## config.mk

```make
export PLATFORM = sky130hd
export DESIGN_NAME = i2s_adc_receiver_flat
export DESIGN_NICKNAME = d
export VERILOG_FILES = /design/src/rtl/i2s_adc_receiver_if.sv /design/src/rtl/i2s_adc_receiver.sv /design/src/flat_wrapper.sv
export SDC_FILE = /design/constraint.sdc
export NUM_CORES = 1
export LEC_CHECK = 0
export CORE_MARGIN = 3
export CORE_UTILIZATION = 45
export DETAILED_ROUTE_END_ITERATION = 12
export HOLD_SLACK_MARGIN = 0.02
export PLACE_DENSITY = 0.72
export SYNTH_ARGS = -nofsm -noshare
export SYNTH_HDL_FRONTEND = slang
export SYNTH_SLANG_ARGS = --single-unit
```

## constraint.sdc

```tcl
create_clock -name clk -period 9.2 [get_ports clk]
set_input_delay 1.84 -clock clk [delete_from_list [all_inputs] [get_ports clk]]
set_output_delay 1.84 -clock clk [all_outputs]
set_load 0.02 [all_outputs]
```

## src/rtl/i2s_adc_receiver_if.sv

```systemverilog
// Parallel audio sample bus from the I2S ADC receiver to its consumers.
interface i2s_adc_receiver_if #(
    parameter int unsigned DATA_W = 16
);
    logic [DATA_W-1:0] audio_out_left;
    logic [DATA_W-1:0] audio_out_right;
    logic              sample_valid;
    logic [3:0]        level;

    modport master (
        output audio_out_left,
        output audio_out_right,
        output sample_valid,
        output level
    );

    modport slave (
        input  audio_out_left,
        input  audio_out_right,
        input  sample_valid,
        input  level
    );
endinterface

```

## src/rtl/i2s_adc_receiver.sv

```systemverilog
// Master-mode I2S capture: generates mclk/sck/lrck from a free-running frame
// counter, deserializes left/right samples and tracks a windowed left peak.
module i2s_adc_receiver #(
    parameter int unsigned DATA_W   = 16,
    parameter int unsigned PEAK_LOG = 12
) (
    input  logic               clk,
    input  logic               rst,
    input  logic               adc_sdout,
    output logic               adc_mclk,
    output logic               adc_lrck,
    output logic               adc_sck,
    i2s_adc_receiver_if.master aud
);
    localparam int unsigned CNT_W     = 10;
    localparam int unsigned K_W       = 5;
    localparam int unsigned WIN_W     = PEAK_LOG;
    localparam int unsigned LEFT_END  = 16 * DATA_W + 10;
    localparam int unsigned FRAME_END = 512 + LEFT_END;
    localparam logic [DATA_W-1:0] MIN_NEG = {1'b1, {(DATA_W-1){1'b0}}};
    localparam logic [DATA_W-1:0] MAX_POS = {1'b0, {(DATA_W-1){1'b1}}};

    logic [CNT_W-1:0]  cnt_q, cnt_d;
    logic              sd_q;
    logic [DATA_W-1:0] left_sr_q, left_sr_d;
    logic [DATA_W-1:0] right_sr_q, right_sr_d;
    logic [DATA_W-1:0] left_hold_q, left_hold_d;
    logic [DATA_W-1:0] left_q, left_d;
    logic [DATA_W-1:0] right_q, right_d;
    logic              valid_q, valid_d;
    logic [DATA_W-1:0] peak_q, peak_d;
    logic [WIN_W-1:0]  win_q, win_d;
    logic [3:0]        level_q, level_d;

    logic [K_W-1:0]    k;
    logic              capture;
    logic [DATA_W-1:0] abs_left;
    logic [DATA_W-1:0] peak_max;

    // Clock outputs are direct counter bits, so they are glitch-free.
    assign adc_mclk = cnt_q[1];
    assign adc_sck  = cnt_q[3];
    assign adc_lrck = cnt_q[9];

    assign aud.audio_out_left  = left_q;
    assign aud.audio_out_right = right_q;
    assign aud.sample_valid    = valid_q;
    assign aud.level           = level_q;

    // Frame counter, bit capture, sample hand-off and peak meter next state.
    always_comb begin
        cnt_d       = cnt_q + CNT_W'(1);
        left_sr_d   = left_sr_q;
        right_sr_d  = right_sr_q;
        left_hold_d = left_hold_q;
        left_d      = left_q;
        right_d     = right_q;
        valid_d     = 1'b0;
        peak_d      = peak_q;
        win_d       = win_q;
        level_d     = level_q;

        k       = cnt_q[8:4];
        capture = (cnt_q[3:0] == 4'd9) && (k >= K_W'(1)) && (k <= K_W'(DATA_W));

        if (capture) begin
            if (cnt_q[9]) begin
                right_sr_d = {right_sr_q[DATA_W-2:0], sd_q};
            end else begin
                left_sr_d = {left_sr_q[DATA_W-2:0], sd_q};
            end
        end

        // Left is parked at the end of its half so the frame is delivered atomically.
        if (cnt_q == CNT_W'(LEFT_END)) begin
            left_hold_d = left_sr_q;
        end

        if (cnt_q == CNT_W'(FRAME_END)) begin
            left_d  = left_hold_q;
            right_d = right_sr_q;
            valid_d = 1'b1;
        end

        // Most negative value saturates so the magnitude fits DATA_W-1 bits.
        if (left_q[DATA_W-1]) begin
            abs_left = (left_q == MIN_NEG) ? MAX_POS : DATA_W'(~left_q + DATA_W'(1));
        end else begin
            abs_left = left_q;
        end
        peak_max = (abs_left > peak_q) ? abs_left : peak_q;

        if (valid_q) begin
            win_d = win_q + WIN_W'(1);
            if (win_q == {WIN_W{1'b1}}) begin
                level_d = peak_max[DATA_W-2 -: 4];
                peak_d  = '0;
            end else begin
                peak_d = peak_max;
            end
        end
    end

    // State registers with synchronous reset.
    always_ff @(posedge clk) begin
        if (rst) begin
            cnt_q       <= '0;
            sd_q        <= 1'b0;
            left_sr_q   <= '0;
            right_sr_q  <= '0;
            left_hold_q <= '0;
            left_q      <= '0;
            right_q     <= '0;
            valid_q     <= 1'b0;
            peak_q      <= '0;
            win_q       <= '0;
            level_q     <= '0;
        end else begin
            cnt_q       <= cnt_d;
            sd_q        <= adc_sdout;
            left_sr_q   <= left_sr_d;
            right_sr_q  <= right_sr_d;
            left_hold_q <= left_hold_d;
            left_q      <= left_d;
            right_q     <= right_d;
            valid_q     <= valid_d;
            peak_q      <= peak_d;
            win_q       <= win_d;
            level_q     <= level_d;
        end
    end
endmodule

```

## src/flat_wrapper.sv

```systemverilog
// flat-port wrapper written by rule: the top's interface ports become plain ports
module i2s_adc_receiver_flat 
#(
    parameter int unsigned DATA_W   = 16,
    parameter int unsigned PEAK_LOG = 12
)
  (clk, rst, adc_sdout, adc_mclk, adc_lrck, adc_sck, aud_audio_out_left, aud_audio_out_right, aud_sample_valid, aud_level);
  i2s_adc_receiver_if #(.DATA_W(DATA_W)) aud_i ();
  input  logic clk;
  input  logic rst;
  input  logic adc_sdout;
  output logic adc_mclk;
  output logic adc_lrck;
  output logic adc_sck;
  output wire logic [$bits(aud_i.audio_out_left)-1:0] aud_audio_out_left;
  output wire logic [$bits(aud_i.audio_out_right)-1:0] aud_audio_out_right;
  output wire logic [$bits(aud_i.sample_valid)-1:0] aud_sample_valid;
  output wire logic [$bits(aud_i.level)-1:0] aud_level;
  assign aud_audio_out_left = aud_i.audio_out_left;
  assign aud_audio_out_right = aud_i.audio_out_right;
  assign aud_sample_valid = aud_i.sample_valid;
  assign aud_level = aud_i.level;
  i2s_adc_receiver #(.DATA_W(DATA_W), .PEAK_LOG(PEAK_LOG)) u_core (.clk(clk), .rst(rst), .adc_sdout(adc_sdout), .adc_mclk(adc_mclk), .adc_lrck(adc_lrck), .adc_sck(adc_sck), .aud(aud_i));
endmodule
```

==> flow_metrics.env, run 1 <==
export IMPL_post_cts_resized=0
export IMPL_timing_critical_path_max_delay_family="simple AND/OR/NAND/NOR gates"
export IMPL_maxSlewViolCount=0
export IMPL_power_share_switching_pct=21.4
export IMPL_postSynthAreaPerCell_um2=8.78
export IMPL_max_vdd_ir_drop_mv=0.146
export IMPL_netlist_instances=616
export IMPL_routedWlPerCell_um=13.9
export IMPL_internal_power_w=0.000937
export IMPL_number_of_top_level_pins=43
export IMPL_postLayoutCellArea_um2=6490
export IMPL_timing_critical_path_cells="inv_1 -> ha_1 -> or4b_4 -> or4_4 -> o21ai_0 -> o21ai_0 -> ha_1 -> nand4_1 -> a2111o_1 -> a31o_2 -> nor2_1 -> a22o_1"
export IMPL_max_slew_margin_pct=23.5
export IMPL_post_dp_hpwl_um=7710
export IMPL_netlist_area_um2=5410
export IMPL_period_share_pct=44.1
export IMPL_post_dp_cell_area_um2=5920
export IMPL_cts_tree="yes"
export IMPL_power_density_nw_per_um2=184
export IMPL_num_antenna_cells=0
export IMPL_tightestPinTransition_ns=1.15
export IMPL_clk_latency_ns=0.41
export IMPL_period_minus_slack_ns=4.06
export IMPL_power_sequential_fraction_pct=45.3
export IMPL_core_rowCount=39
export IMPL_nets=673
export IMPL_io_buffer_count=42
export IMPL_cts_hold_repair_buffers=0
export IMPL_switchingPower_w=0.000256
export IMPL_setup_tns_final_ns=0
export IMPL_postSynth_asyncResetShare_pct=0
export IMPL_ctsLongestPathBuffers=2
export IMPL_dpl_worst_slack_ns=5.19
export IMPL_coreArea_um2=11600
export IMPL_static_power_due_to_leakage_nw=2.59
export IMPL_grt_util_all_layers_pct=17.7
export IMPL_cts_setup_buffers=0
export IMPL_outcome="complete, no violations"
export IMPL_timing_final_setup_violations=0
export IMPL_antenna_found_initial=0
export IMPL_postRouteAntennaNets=0
export IMPL_htreeDepth=4
export IMPL_floorplan_die_area_um2=13400
export IMPL_endpoint_kind="flip-flop"
export IMPL_rsz_0062_raised_after_global_routing="no"
export IMPL_cts_inserted_buffers=17
export IMPL_hold_violations=0
export IMPL_timing_hold_ws_ns=0.454
export IMPL_crit_path_launch_type="flip-flop"
export IMPL_max_cap_viol_count=0
export IMPL_fmaxAchievable_ghz=0.246
export IMPL_yosys_most_used_dff="dfxtp_1"
export IMPL_initial_core_util_pct=46.8
export IMPL_routed_wl_um=11200
export IMPL_critPathBufInv=1
export IMPL_finalWorstSetupSlack_ns=5.14
export IMPL_syn_nets=640
export IMPL_grt_pass1_wl_um=19100
export IMPL_initialDrtViolationCount=278
export IMPL_dieWidth_um=116
export IMPL_cp_slowest_stage_delay_ns=0.54
export IMPL_clk_root_buffer_cell="clkbuf_16"
export IMPL_total_number_of_vias=4297
export IMPL_avgViaCountPerCell=5.34
export IMPL_grt_pass1_vias=4133
export IMPL_synth_cell_types=49
export IMPL_final_core_utilization_pct=56.2
export IMPL_detail_route_first_pass_iterations=4
export IMPL_drive_above_1_share_pct=6.95
export IMPL_clk_pin_slew_ns=0.06
export IMPL_synth_yosys_warnings=0
export IMPL_ff_latch_count_synth=124
export IMPL_crit_slowest_cell="nor2_1"
export IMPL_ys_seq_area_share_pct=45.9
export IMPL_maximum_number_of_pins_on_one_net_before_global_route_repair=113
export IMPL_worst_endpoint_required_ns=9.55
export IMPL_power_frac_clock_pct=53.5
export IMPL_number_of_synthesized_flops_with_an_enable_pin=0
export IMPL_fp_dieH_um=116
export IMPL_remaining_drc_errors=0
export IMPL_critPathKind="reg -> reg"
export IMPL_cts_sinks=124
export IMPL_finClkSkew_ns=0.00490
export IMPL_num_fill_cells=1023
export IMPL_global_route_overflow_total=0
export IMPL_path_max_fanout=11
export IMPL_worst_ep_arrival_time_ns=4.41
export IMPL_place_congestion=0.895
export IMPL_flow_area_growth_from_synthesis_pct=20.0
export IMPL_share_comb_of_total_power_pct=1.2
export IMPL_hold_path_class="reg -> reg"
-- sequential cells by signal, summed over array words and instances (netlist names) --
| register | count |
|---|---|
| u_core.aud.audio_out_left | 16 |
| u_core.aud.audio_out_right | 16 |
| u_core.left_hold_q | 16 |
| u_core.left_sr_q | 16 |
| u_core.peak_q | 16 |
| u_core.right_sr_q | 16 |
| u_core.win_q | 12 |
| u_core.cnt_q | 10 |
| u_core.aud.level | 4 |
| u_core.aud.sample_valid | 1 |
| u_core.sd_q | 1 |
-- synth_stat cells (3+ instances only) --
cell type	count	area [um2]
dfxtp_1	124	2480
nand2_1	95	357
nor2_1	81	304
mux2i_1	53	531
a21oi_1	46	230
clkbuf_1	26	97.6
inv_1	23	86.3
ha_1	21	263
nand3_1	20	100
xor2_1	19	166
a22o_1	11	96.3
o21ai_0	11	55.1
nand4_1	9	56.3
nor4_1	7	43.8
xnor2_1	7	61.3
and3_1	6	37.5
buf_2	5	25.0
nor3_1	5	25.0
a211oi_1	4	30.0
a31oi_1	3	18.8
nand2b_1	3	18.8
or3_1	3	18.8
-- path summary, 6_finish.rpt --
kind                                        startpoint                                        end  slack (ns)  cells past startpoint
max          u_core.aud.audio_out_left[0]$_SDFFE_PP0P_              u_core.peak_q[5]$_SDFFE_PP0P_        5.14                     12
min                 u_core.left_hold_q[8]$_SDFFE_PP0N_  u_core.aud.audio_out_left[8]$_SDFFE_PP0P_        0.45                      2
max reg2reg  u_core.aud.audio_out_left[0]$_SDFFE_PP0P_              u_core.peak_q[5]$_SDFFE_PP0P_        5.14                     12
min reg2reg         u_core.left_hold_q[8]$_SDFFE_PP0N_  u_core.aud.audio_out_left[8]$_SDFFE_PP0P_        0.45                      2
-- layer usage --
layer  up-vias  wire length, um  track usage (%)
li1       2184                -                -
met1      1985             5280             22.5
met2       100             5170             27.9
met3        28              463             4.75
met4         0              289             9.05
met5         -                0                0
-- tightest hold or removal path, stage by stage, from the launching register on --
cell and delay (ns):
dfxtp_1 0.31, nand2_1 0.05, a21oi_1 0.05
-- placed cells by master, fill, tap and decap left out, types with 2 or more instances in the layout --
cell type        count
nand4_1              9
inv_6                3
clkdlybuf4s50_1     41
xor2_1              19
a211oi_1             4
ha_1                21
or2_2                2
a31oi_1              3
o21a_1               2
dfxtp_1            124
nand2b_1             3
o41ai_1              2
a22o_1              11
nand2_1             95
nor4_1               7
o21ai_0             11
a21oi_1             46
xnor2_1              7
inv_1               23
and3_1               6
nor2_1              81
nand3_1             20
o31a_1               2
buf_4                5
nor2b_1              2
mux2i_1             53
nor3_1               5
clkinvlp_4           5
o211ai_1             2
clkbuf_16           17
or3_1                3
clkbuf_8             3
-- area by class of cell --
class	count	area (um2)	share of cell area [%]
multi-input cells	437	2720	41.9
well taps	143	179	2.76
clock inverters	11	108	1.66
repair buffers	46	448	6.90
inverters	23	86.3	1.33
clock buffers	21	470	7.24
flip-flops and latches	124	2480	38.2
-- power by group through the flow --
stage	Sequential (W)	Combinational, W	Clock (W)
5_1_grt	0.000540	0.0000163	0.000678
6_report	0.000540	0.0000142	0.000639
3_3_place_gp	0.000552	0.0000141	0
3_5_place_dp	0.000552	0.0000145	0
2_1_floorplan	0.000552	0.0000101	0
4_1_cts	0.000540	0.0000145	0.000650
-- per-stage QoR --
| step | power, W | instances |
|---|---|---|
| floorplan | 0.000562 | 616 |
| global placement | 0.000566 | 773 |
| detailed placement | 0.000566 | 773 |
| CTS | 0.00121 | 805 |
| global route | 0.00123 | 805 |
| finish | 0.00119 | 805 |
-- kinds of logic after synthesis --
kind of cell,Yosys count,synth area share [%]
buf+inv,55,3.93
flops,124,45.9
fa+ha+maj,21,4.86
xor+xnor,26,4.21
mux,54,10.1
compound gates,93,11.2
simple gates,243,19.9
(Power assumes the default switching activity.)
==> run 2: changes to the inputs <==
Settings changed: PLACE_DENSITY 0.72 to 0.75.
Clock period 9.2 ns to 3.67 ns, I/O delays scaled along.
==> flow_metrics.env, run 2 (synthesis gave the netlist of run 1 again) <==
export IMPL_max_cap_viol_count=0
export IMPL_grt_pass1_vias=4321
export IMPL_mostFrequentLayoutCell="dfxtp_1"
export IMPL_grt_pass1_wl_um=19900
export IMPL_routed_wl_um=11600
export IMPL_clk_root_buffer_cell="clkbuf_16"
export IMPL_antenna_found_initial=0
export IMPL_io_buffer_count=42
export IMPL_maxSlewViolCount=0
export IMPL_outcome="complete, no violations"
export IMPL_grt_util_all_layers_pct=18.4
export IMPL_core_rowCount=39
export IMPL_timing_final_setup_violations=0
export IMPL_cts_hold_repair_buffers=0
export IMPL_crit_path_launch_type="flip-flop"
export IMPL_num_fill_cells=1003
export IMPL_drive_above_1_share_pct=10.9
export IMPL_worst_endpoint_required_ns=3.92
export IMPL_global_route_overflow_total=0
export IMPL_max_vdd_ir_drop_mv=0.311
export IMPL_avgViaCountPerCell=5.27
export IMPL_detail_route_first_pass_iterations=4
export IMPL_floorplan_die_area_um2=13400
export IMPL_placedCellCount=785
export IMPL_tightestPinTransition_ns=0.967
export IMPL_cts_tree="yes"
export IMPL_mostFrequentLayoutCells="dfxtp_1, nand2_1, nor2_1, mux2i_1, a21oi_1"
export IMPL_power_density_nw_per_um2=436
export IMPL_initial_core_util_pct=46.8
export IMPL_hold_violations=0
export IMPL_maximum_number_of_pins_on_one_net_before_global_route_repair=62
export IMPL_max_slew_margin_pct=34.9
export IMPL_total_number_of_vias=4327
export IMPL_flow_area_growth_from_synthesis_pct=23.1
export IMPL_cts_inserted_buffers=17
export IMPL_dieWidth_um=116
export IMPL_clk_pin_slew_ns=0.06
export IMPL_nets=690
export IMPL_clk_latency_ns=0.41
export IMPL_worst_ep_arrival_time_ns=3.87
export IMPL_worst_r2r_setup_slack_ns=0.05
export IMPL_post_dp_hpwl_um=7890
export IMPL_num_antenna_cells=0
export IMPL_hold_path_class="reg -> reg"
export IMPL_initialDrtViolationCount=330
export IMPL_fp_dieH_um=116
export IMPL_final_core_utilization_pct=57.6
export IMPL_period_minus_slack_ns=3.62
export IMPL_remaining_drc_errors=0
export IMPL_path_max_fanout=6
export IMPL_critPathKind="reg -> reg"
export IMPL_number_of_top_level_pins=43
export IMPL_period_share_pct=98.5
export IMPL_postRouteAntennaNets=0
export IMPL_place_congestion=0.863
export IMPL_fmaxAchievable_ghz=0.277
export IMPL_coreArea_um2=11600
export IMPL_number_of_non_filler_instances_in_the_completed_layout=821
export IMPL_htreeDepth=4
export IMPL_total_chip_power_w=0.00290
export IMPL_routedWlPerCell_um=14.1
export IMPL_ctsLongestPathBuffers=2
export IMPL_static_power_due_to_leakage_nw=2.68
export IMPL_rsz_0062_raised_after_global_routing="yes"
export IMPL_endpoint_kind="flip-flop"
export IMPL_cts_sinks=124
export IMPL_finClkSkew_ns=0.00741
run 2: cell count changes in the layout (fill, tap and decap cells not counted), moves of 2 or more:
cell,change
nor4_1,-2
o21ai_1,+2
o21ai_0,-2
ha_4,+2
ha_1,-2
buf_4,+16
inv_1,-2
inv_2,+2
clkinv_2,+2
run 2: layout make-up:
cell class | count | area (um2) | area share [%]
multi-input cells | 437 | 2790 | 41.9
clock buffers | 19 | 453 | 6.80
clock inverters | 12 | 87.6 | 1.32
repair buffers | 63 | 579 | 8.70
flip-flops and latches | 124 | 2480 | 37.3
well taps | 143 | 179 | 2.69
inverters | 23 | 86.3 | 1.30
run 2: report_power, final:
group	leakage [nW]	internal (W)	total, W	switching (W)
combinational	1.43	0.0000106	0.0000367	0.0000262
clock	0.254	0.000897	0.00151	0.000615
sequential	1.00	0.00135	0.00135	0.00000429
run 2: worst max-delay path, stage by stage, from the launching register on:
cell and delay, ns:
dfxtp_1 0.32, inv_2 0.08, ha_4 0.14, or4b_4 0.48
or4_4 0.55, o311ai_4 0.24, o21a_1 0.23, ha_4 0.14
nand4_1 0.14, a2111o_1 0.46, a31oi_4 0.21, buf_6 0.15
mux2i_1 0.21, a211oi_1 0.10
run 2: final timing paths:
kind | start | end | cells after the start
hold reg to reg | u_core.left_hold_q[8]$_SDFFE_PP0N_ | u_core.aud.audio_out_left[8]$_SDFFE_PP0P_ | 2
setup / recovery | u_core.aud.audio_out_left[1]$_SDFFE_PP0P_ | u_core.aud.level[0]$_SDFFE_PP0P_ | 13
hold / removal | u_core.left_hold_q[8]$_SDFFE_PP0N_ | u_core.aud.audio_out_left[8]$_SDFFE_PP0P_ | 2
setup reg to reg | u_core.aud.audio_out_left[1]$_SDFFE_PP0P_ | u_core.aud.level[0]$_SDFFE_PP0P_ | 13
run 2: timing repair:
item                                   CTS  global route
buffers inserted                         0             4
endpoints found under the hold margin    0             0
setup endpoints to repair                0            20
gates resized for setup                  0            15
run 2: per-stage QoR:
stage / instance area (um2) / hold WS (ns) / setup WS, ns / TNS [ns]
floorplan: 5440 / 0.431 / 0.000165 / 0
global placement: 6030 / 0.443 / 0.168 / 0
detailed placement: 6030 / 0.447 / 0.0311 / 0
CTS: 6570 / 0.455 / 0.0414 / 0
global route: 6660 / 0.469 / -0.0967 / -1.01
finish: 6660 / 0.452 / 0.0549 / 0
run 2: per-layer routing:
layer / track usage [%] / wire length [um]
met1: 22.6 / 5300
met2: 31.0 / 5640
met3: 5.74 / 529
met4: 5.96 / 138
met5: 0 / 0
==> run 3: changes to the inputs <==
Settings changed: SLEW_MARGIN set to 20.
==> results of run 3 <==
No change in the layout: final DEF, timing and power equal those of run 2.
